### config.mk
export PLATFORM = sky130hd
export DESIGN_NAME = serial_subtractor
export DESIGN_NICKNAME = d
export VERILOG_FILES = /design/src/rtl/sub_pkg.sv /design/src/rtl/FS.sv /design/src/rtl/serial_subtractor.sv
export SDC_FILE = /design/constraint.sdc
export NUM_CORES = 1
export LEC_CHECK = 0
export CORE_ASPECT_RATIO = 0.5
export CORE_MARGIN = 5
export CORE_UTILIZATION = 51
export DETAILED_ROUTE_END_ITERATION = 16
export PLACE_DENSITY = 0.83
export SYNTH_ARGS = -nofsm -noshare
export SYNTH_HDL_FRONTEND = slang
export SYNTH_SLANG_ARGS = --single-unit
export TNS_END_PERCENT = 5
### constraint.sdc
create_clock -name iClk -period 1.95 [get_ports iClk]
set_clock_uncertainty 0.05 [all_clocks]
set_input_delay 0.585 -clock iClk [delete_from_list [all_inputs] [get_ports iClk]]
set_output_delay 0.585 -clock iClk [all_outputs]
set_load 0.05 [all_outputs]
### src/rtl/sub_pkg.sv
// sub_pkg: shared state encoding and default width for the bit-serial subtractor.
package sub_pkg;
  typedef enum logic [1:0] {IDLE = 2'd0, RUN = 2'd1, DONE = 2'd2} state_t;
  localparam int SUB_WIDTH = 8;
endpackage

### src/rtl/FS.sv
// FS: single-bit full subtractor cell, port order mirrors the FA cell.
module FS (
  input  logic a,
  input  logic b,
  input  logic bin,
  output logic bout,
  output logic d
);
  assign d = a ^ b ^ bin;
  assign bout = (~a & b) | (~(a ^ b) & bin);
endmodule

### src/rtl/serial_subtractor.sv
// serial_subtractor: computes a - b - borrow_in one bit per clock with a start/busy/done handshake.
module serial_subtractor
  import sub_pkg::*;
#(
  parameter int WIDTH = SUB_WIDTH
) (
  input  logic             iClk,
  input  logic             iRst_n,
  input  logic             iStart,
  input  logic [WIDTH-1:0] iData_a,
  input  logic [WIDTH-1:0] iData_b,
  input  logic             iB,
  output logic             oBusy,
  output logic             oDone,
  output logic [WIDTH-1:0] oData,
  output logic             oData_B
);
  localparam int CW = $clog2(WIDTH);
  state_t state, nxt;
  logic [WIDTH-1:0] sa, sb, sr;
  logic [CW-1:0] cnt;
  logic bf, d, bout, last;
  FS u_fs (.a(sa[0]), .b(sb[0]), .bin(bf), .bout(bout), .d(d));
  assign last = cnt == CW'(WIDTH - 1);
  assign oBusy = state != IDLE;
  assign oDone = state == DONE;
  always_comb begin
    nxt = IDLE;
    nxt = state == IDLE ? (iStart ? RUN : IDLE) : state == RUN ? (last ? DONE : RUN) : IDLE;
  end
  always_ff @(posedge iClk or negedge iRst_n)
    if (!iRst_n) state <= IDLE;
    else state <= nxt;
  // Outputs load only on the final bit so partial differences never leak out.
  always_ff @(posedge iClk or negedge iRst_n)
    if (!iRst_n) begin
      sa <= '0;
      sb <= '0;
      sr <= '0;
      bf <= 1'b0;
      cnt <= '0;
      oData <= '0;
      oData_B <= 1'b0;
    end else if (state == IDLE && iStart) begin
      sa <= iData_a;
      sb <= iData_b;
      bf <= iB;
      cnt <= '0;
    end else if (state == RUN) begin
      sa <= sa >> 1;
      sb <= sb >> 1;
      sr <= {d, sr[WIDTH-1:1]};
      bf <= bout;
      cnt <= cnt + 1'b1;
      if (last) begin
        oData <= {d, sr[WIDTH-1:1]};
        oData_B <= bout;
      end
    end
endmodule

# After elaboration in Yosys (flattened, before gate mapping)
# Cells that the tools add are included.
# word_totals
reg_bits	39
input_bits	20
out_inout_bits	11
wordCells	38
# classes
add_sub_neg	1
n_eq_ne	3
muxes	12
n_bitwise	8
n_reduce_logical	6
# op_table
op	n
8-bit two-way mux	4
2-bit two-way mux	3
3-bit two-way mux	2
2-bit nonzero test	2
3-bit by 1-bit adder with 3-bit output (second input constant)	1
3-bit == test (second input constant)	1
1-bit two-way mux	3
1-bit NOT	3
3-bit AND reduction	1
1-bit bitwise AND	2
2-bit by 1-bit == test with 1-bit output (second input constant)	1
2-bit == test (second input constant)	1
2-bit logical NOT	1
2-bit AND reduction	1
1-bit bitwise XOR	2
1-bit logical AND	1
1-bit bitwise OR	1

# Longest topological paths before layout
# Gate-level depths: netlist of the first run.
# depth
depth_word	6
ltp_mapped	5
ltp_nobuf	4

# Cells and area by module
# From an unflattened synthesis of the first run, not the netlist that was laid out.
# unflattened
cells_unflattened	119
hier_area_um2	1721.7
# by_module_without_submodules
mod	instances	cells_per_inst	area_each_um2	seq_area_each_um2
serial_subtractor	1	115	1690.4	950.9
FS	1	4	31.3	0.0

# Least setup slack after synthesis of the first run
# OpenSTA, ideal clock, no wires.
# synth_path
path_kind	reg2out
from	register state[1]
to	output port oDone
arrival_time_ps	1346
required_time_ps	1315
setup_slack_ps	-31
stages_incl_launch_ff	5
path_cell_list	dfrtp_1 -> buf_6 -> buf_2 -> inv_1 -> nor2_1
# synth_between
elab_chain_cells	1
# synth_lines
element	line_no	rtl
from (decl)	serial_subtractor.sv:19	state_t state, nxt;
from (signal assigned)	serial_subtractor.sv:33	else state <= nxt;
2-bit == test	serial_subtractor.sv:26	assign oDone = state == DONE;
to (decl)	serial_subtractor.sv:14	output logic oDone,
# Every way passes these cells.

# Worst setup path in the final report of the first run
# layout_path
from	register state[1]
to	output port oBusy
# layout_between
elab_chain_cells	1
# layout_lines
element	line_no	rtl
2-bit nonzero test	serial_subtractor.sv:25	assign oBusy = state != IDLE;
to (decl)	serial_subtractor.sv:13	output logic oBusy,
# Every way passes these cells.

==> results of run 1 <==
[cells by family after synthesis]
kind of cell    share of synthesized area, %
simple gates                            11.6
fa+ha+maj                               2.61
buf+inv                                 8.63
compound gates                          11.0
mux                                     11.0
flops                                   55.1
[final timing paths]
check,slack [ps],end
max,80,oBusy
min,190,sb[4]
max reg2reg,360,oData[0]
min reg2reg,460,oData[4]
max in group asynchronous,1140,sb[7]
min in group iClk,460,oData[4]
[metrics by stage]
stage | TNS, ps | hold slack [ps] | util, % | setup slack, ps
3_5_place_dp | -249 | 444 | 66.6 | -40.2
6_report | 0 | 191 | 71.0 | 76.4
2_1_floorplan | 0 | 239 | - | 186
3_3_place_gp | 0 | 435 | 66.6 | 3.19
4_1_cts | 0 | 201 | 71.0 | 59.9
5_1_grt | 0 | 228 | 71.0 | 26.8
[registers in the layout, indices dropped and copies added (netlist names)]
register  count
oData         8
sa            8
sb            8
sr            7
cnt           3
state         2
bf            1
oData_B       1
[synthesized netlist by cell type]
master    instances  area share [%]
dfrtp_1          38              55
inv_1            19             4.1
mux2_2           16              10
a211oi_1          8             3.5
nor2_1            8             1.7
nor4b_1           8             4.1
a222oi_1          7             4.1
nor3b_1           7             3.0
buf_2             5             1.5
buf_6             3             2.0
a22o_1            2             1.0
clkbuf_1          2            0.44
ha_1              2             1.5
nor2b_1           2            0.73
a21oi_1           1            0.29
a32o_1            1            0.58
and3b_1           1            0.51
buf_1             1            0.22
buf_4             1            0.44
fa_1              1             1.2
mux2i_1           1            0.58
nand2_1           1            0.22
nand3b_1          1            0.44
o21bai_4          1             1.1
o221ai_1          1            0.51
or2_2             1            0.36
or3b_2            1            0.51
[per-layer routing]
layer / up-vias / GRT usage, % / part of all wire, %
li1: 570 / - / -
met5: - / 0 / 0
met4: 0 / 5.91 / 1.1
met2: 38 / 23.2 / 45
met3: 4 / 4.55 / 5.6
met1: 584 / 20.9 / 49
[layout by cell type (no fill, tap or decap), drive strengths merged, types with 2 or more instances in the layout]
cell,synthesis,final
clkdlybuf4s50,0,18
ha,2,2
mux2,16,16
dfrtp,38,38
bufinv,0,2
nor3b,7,7
nor2b,2,2
inv,19,19
clkbuf,2,5
a211oi,8,8
buf,10,23
a22o,2,2
a222oi,7,7
nor4b,8,8
nor2,8,8
[where the power goes]
group	switching, W	leakage, nW	internal [W]	total [W]
Clock	0.000278	0.0683	0.000512	0.000790
Sequential	0.000192	0.453	0.00117	0.00136
Combinational	0.000918	0.502	0.000744	0.00166
Total	0.00139	1.02	0.00243	0.00382
[layout make-up]
| cell class | count | area (um2) |
|---|---|---|
| fill | 229 | 905 |
| tap | 40 | 50.0 |
| timing repair buffer | 41 | 375 |
| clock inverter | 3 | 68.8 |
| inverter | 19 | 71.3 |
| multi-input combinational | 71 | 628 |
| sequential | 38 | 951 |
| clock buffer | 5 | 68.8 |
[worst register-to-register path, delay by kind of cell (launching register included)]
family | cells | cell delay [ps]
and+or+nand+nor | 1 | 120
adders and majority gates | 2 | 420
buffers and inverters | 1 | 170
DFF | 1 | 390
muxes | 1 | 340
==> results.ini, run 1 <==
[status]
status=completed

[floorplan]
die_y_um=51.1
io_pins=31
num_rows=14
initial_utilization_pct=55.3
die_x_um=92.3
fp.dieArea_um2=4720
coreArea_um2=3120

[detailed_routing]
drt-pass1-iter-count=5
wl_per_cell_um=14.7
drt_wl_total_mm=3.19
initialDrtViolationCount=95
via_per_inst=5.51
drc=0
postRouteAntennaNets=0
vias=1196

[worst_hold_path]
hold_path.class=in2async

[finish]
instances_no_fill=217
fin_nets=199
area_growth_pct=28.3
n_antenna_cell=0
drive_gt1_share_pct=28.8
fin_area_um2=2210

[cts]
hold_buffers=0
cts_resized=0
clockBufferDepth=2
cts_made_buffers=5
clk_pin_slew_worst_paths_ps=80
postCtsSetupBuffers=0
cts_sinks=38
worstSkewPairLatency_ps=290
tritoncts=built
h-tree-depth=2
cts_root_buffer=clkbuf_8

[timing]
slew_viol_final=0
setup_viol=0
min_period_over_period_pct=96.1
worst_pin_slew_ps=537
hold_viol=0
slew_headroom_pct=64.1
min_period_ps=1870
max_freq_mhz=534
rsz0062_at_grt=false

[critical_path]
crit_required_ps=1310
crit_type=reg2out
path_cells=or2_2 > buf_12
cp-start-kind=flip-flop
path_delay_family=flip-flops
slowest_stage=dfrtp_1
crit_buf_inv=1
end_kind=output port
cp.arrival_ps=1240
path_depth=2
r2r_start=cnt[0]
worstRegToRegCells=5
worstPathMaxFanout=4
startpoint=state[1]
max_stage_delay_ps=430

[placement]
place_inst=209
portBuffers=30
dpl_cell_area_um2=2080
hpwl_mm=2.32
gp_congestion=0.720

[synth]
syn_area_um2=1730
ys_types=27
ys_ff_latch=38
synth_cells=140
yosysSeqAreaShare_pct=55.1
syn_nets=163
avgSynthCellArea_um2=12.3
ys.warnings.count=0

[power]
power.total_w=0.00382
power.density_nw_per_um2=1720
leakagePower_nw=1.02
irDropWorstVdd_mv=0.677

[global_routing]
grt_pass1_wl_mm=5.55
antenna_found_initial=0
grt_max_degree=23
grt_pass1_vias=1152
overflow=0
gr-usage-all-layers_pct=15.3

[job]
cap_violations=0

No activity file was read; power rests on OpenSTA's default activity.
==> run 2: changes to the inputs <==
- CORE_UTILIZATION: 51 -> 55
- PLACE_DENSITY: 0.83 -> 0.88
- clock period: 1.95 -> 2.3 ns (I/O delays scaled with it)
==> run 2 against run 1 <==
Critical path depth fell by 1. Non-clock buffer count fell by 3. Sequential share of layout area rose by 0.89 points. Sequential cell count did not move. Core utilization rose by 0.98 points. First-iteration DRC count rose by 13%. Worst setup slack improved by 36 ps. Sequential power fell by 14%. Register-to-register slack improved by 160 ps. Largest power group unchanged.
==> results.ini, run 2 (synthesized netlist as in run 1, its figures left out) <==
[detailed_routing]
postRouteAntennaNets=0  ; unchanged
drt-pass1-iter-count=4  ; was 5
wl_per_cell_um=15.1  ; was 14.7 um
via_per_inst=5.49  ; was 5.51
drc=0  ; unchanged
initialDrtViolationCount=107  ; was 95
vias=1175  ; was 1196
drt_wl_total_mm=3.23  ; was 3.19 mm

[finish]
fillCellCount=205  ; was 229
fin_util_pct=72.0  ; was 71.0%
final_cell_mix=dfrtp_1 (38), clkdlybuf4s50_1 (27), inv_1 (19)  ; was dfrtp_1 (38), buf_4 (20), inv_1 (19)
fin_area_um2=2170  ; was 2210 um2
fin_nets=196  ; was 199
reg.largest.list=oData x8, sa x8, sb x8  ; unchanged
drive_gt1_share_pct=21.8  ; was 28.8%
n_antenna_cell=0  ; unchanged
layout_commonest_cell=dfrtp_1  ; unchanged
area_growth_pct=25.7  ; was 28.3%

[cts]
cts_sinks=38  ; unchanged
postCtsSetupBuffers=0  ; unchanged
cts_resized=0  ; unchanged
h-tree-depth=2  ; unchanged
tritoncts=built  ; unchanged
clk_pin_slew_worst_paths_ps=80  ; about the same
clockBufferDepth=2  ; unchanged
cts_made_buffers=5  ; unchanged
cts_root_buffer=clkbuf_8  ; unchanged
worstSkewPairLatency_ps=290  ; about the same
hold_buffers=0  ; unchanged

[timing]
rsz0062_at_grt=false  ; unchanged
max_freq_mhz=457
hold_viol=0  ; unchanged
slew_viol_final=0  ; unchanged
min_period_over_period_pct=95.1
setup_viol=0  ; unchanged
min_period_ps=2190
tns_ps=0  ; unchanged
worst_pin_slew_ps=529  ; was 537 ps
slew_headroom_pct=64.6  ; was 64.1%

[floorplan]
fp.dieArea_um2=4430  ; was 4720 um2
die_x_um=89.2  ; was 92.3 um
num_rows=14  ; unchanged
io_pins=31  ; unchanged
coreArea_um2=3010  ; was 3120 um2
initial_utilization_pct=57.3  ; was 55.3%
die_y_um=49.6  ; was 51.1 um

[power]
irDropWorstVdd_mv=0.730  ; was 0.677 mV
leakagePower_nw=0.980  ; was 1.02 nW
power.density_nw_per_um2=1410  ; was 1720 nW/um2

[global_routing]
gr-usage-all-layers_pct=17.2  ; was 15.3%
overflow=0  ; unchanged
antenna_found_initial=0  ; unchanged
grt_pass1_wl_mm=5.80  ; was 5.55 mm
grt_max_degree=39  ; was 23
grt_pass1_vias=1268  ; was 1152

[critical_path]
cp-start-kind=flip-flop  ; unchanged
end_kind=output port  ; unchanged
crit_buf_inv=1  ; unchanged
slowest_stage=clkdlybuf4s50_1  ; was dfrtp_1
path_delay_family=buffers and inverters  ; was flip-flops
crit_required_ps=1560  ; was 1310 ps
max_stage_delay_ps=800  ; was 430 ps
worstPathMaxFanout=2  ; was 4
cp.arrival_ps=1450  ; was 1240 ps
path_cells=clkdlybuf4s50_1  ; was or2_2 > buf_12
crit_type=reg2out  ; unchanged

[worst_hold_path]
hold_path.class=in2async  ; unchanged

[status]
status=completed  ; unchanged

[job]
cap_violations=0  ; unchanged

[placement]
portBuffers=30  ; unchanged
dpl_cell_area_um2=2070  ; was 2080 um2
hpwl_mm=2.24  ; was 2.32 mm
gp_congestion=0.777  ; was 0.720

run 2: cell types whose count changed in the layout (fill, tap and decap cells not counted):
cell,before,now
clkinvlp_4,0,1
buf_4,20,8
nor2_1,7,8
clkinv_2,0,1
bufinv_16,2,0
clkdlybuf4s50_1,18,27
clkinv_4,1,0
clkbuf_8,5,6
nor2_2,1,0
run 2: layer usage:
| layer | part of all wire, % | vias to the layer above | global-route usage, % | routed length (um) |
|---|---|---|---|---|
| met4 | 0.43 | 0 | 6.44 | 14 |
| met2 | 47 | 39 | 25.6 | 1530 |
| met5 | 0 | - | 0 | 0 |
| li1 | - | 560 | - | - |
| met1 | 46 | 573 | 23.8 | 1490 |
| met3 | 5.9 | 3 | 4.83 | 192 |
run 2: layout make-up:
cell class / count / area [um2] / area share, %
Sequential cell: 38 / 951 / 43.9
Multi-Input combinational cell: 71 / 626 / 28.9
Timing Repair Buffer: 38 / 375 / 17.3
Clock buffer: 6 / 82.6 / 3.81
Inverter: 19 / 71.3 / 3.29
Tap cell: 40 / 50.0 / 2.31
Clock inverter: 2 / 12.5 / 0.577
run 2: through the flow:
step	hold slack [ps]	power, W	setup WS, ps	cells
final	389	0.00307	113	214
after detailed placement	443	0.00261	217	206
after CTS	410	0.00309	90.2	214
after global placement	431	0.00253	259	206
after floorplan	344	0.00220	214	140
after global routing	447	0.00328	62.9	214
run 2: report_power, final:
group          internal, W  total [W]  switching (W)
Sequential        0.000994    0.00117       0.000174
Clock             0.000241   0.000473       0.000233
Combinational     0.000650    0.00142       0.000774
run 2: final timing paths:
check	startpoint	to	slack, ps	depth (start not counted)
max	oData[0]	oData[0]	110	1
min	iRst_n	sb[4]	390	2
max reg2reg	cnt[0]	oData[3]	520	4
min reg2reg	oData[5]	oData[5]	450	1
max in group asynchronous	iRst_n	sb[1]	1470	2
min in group iClk	oData[5]	oData[5]	450	1
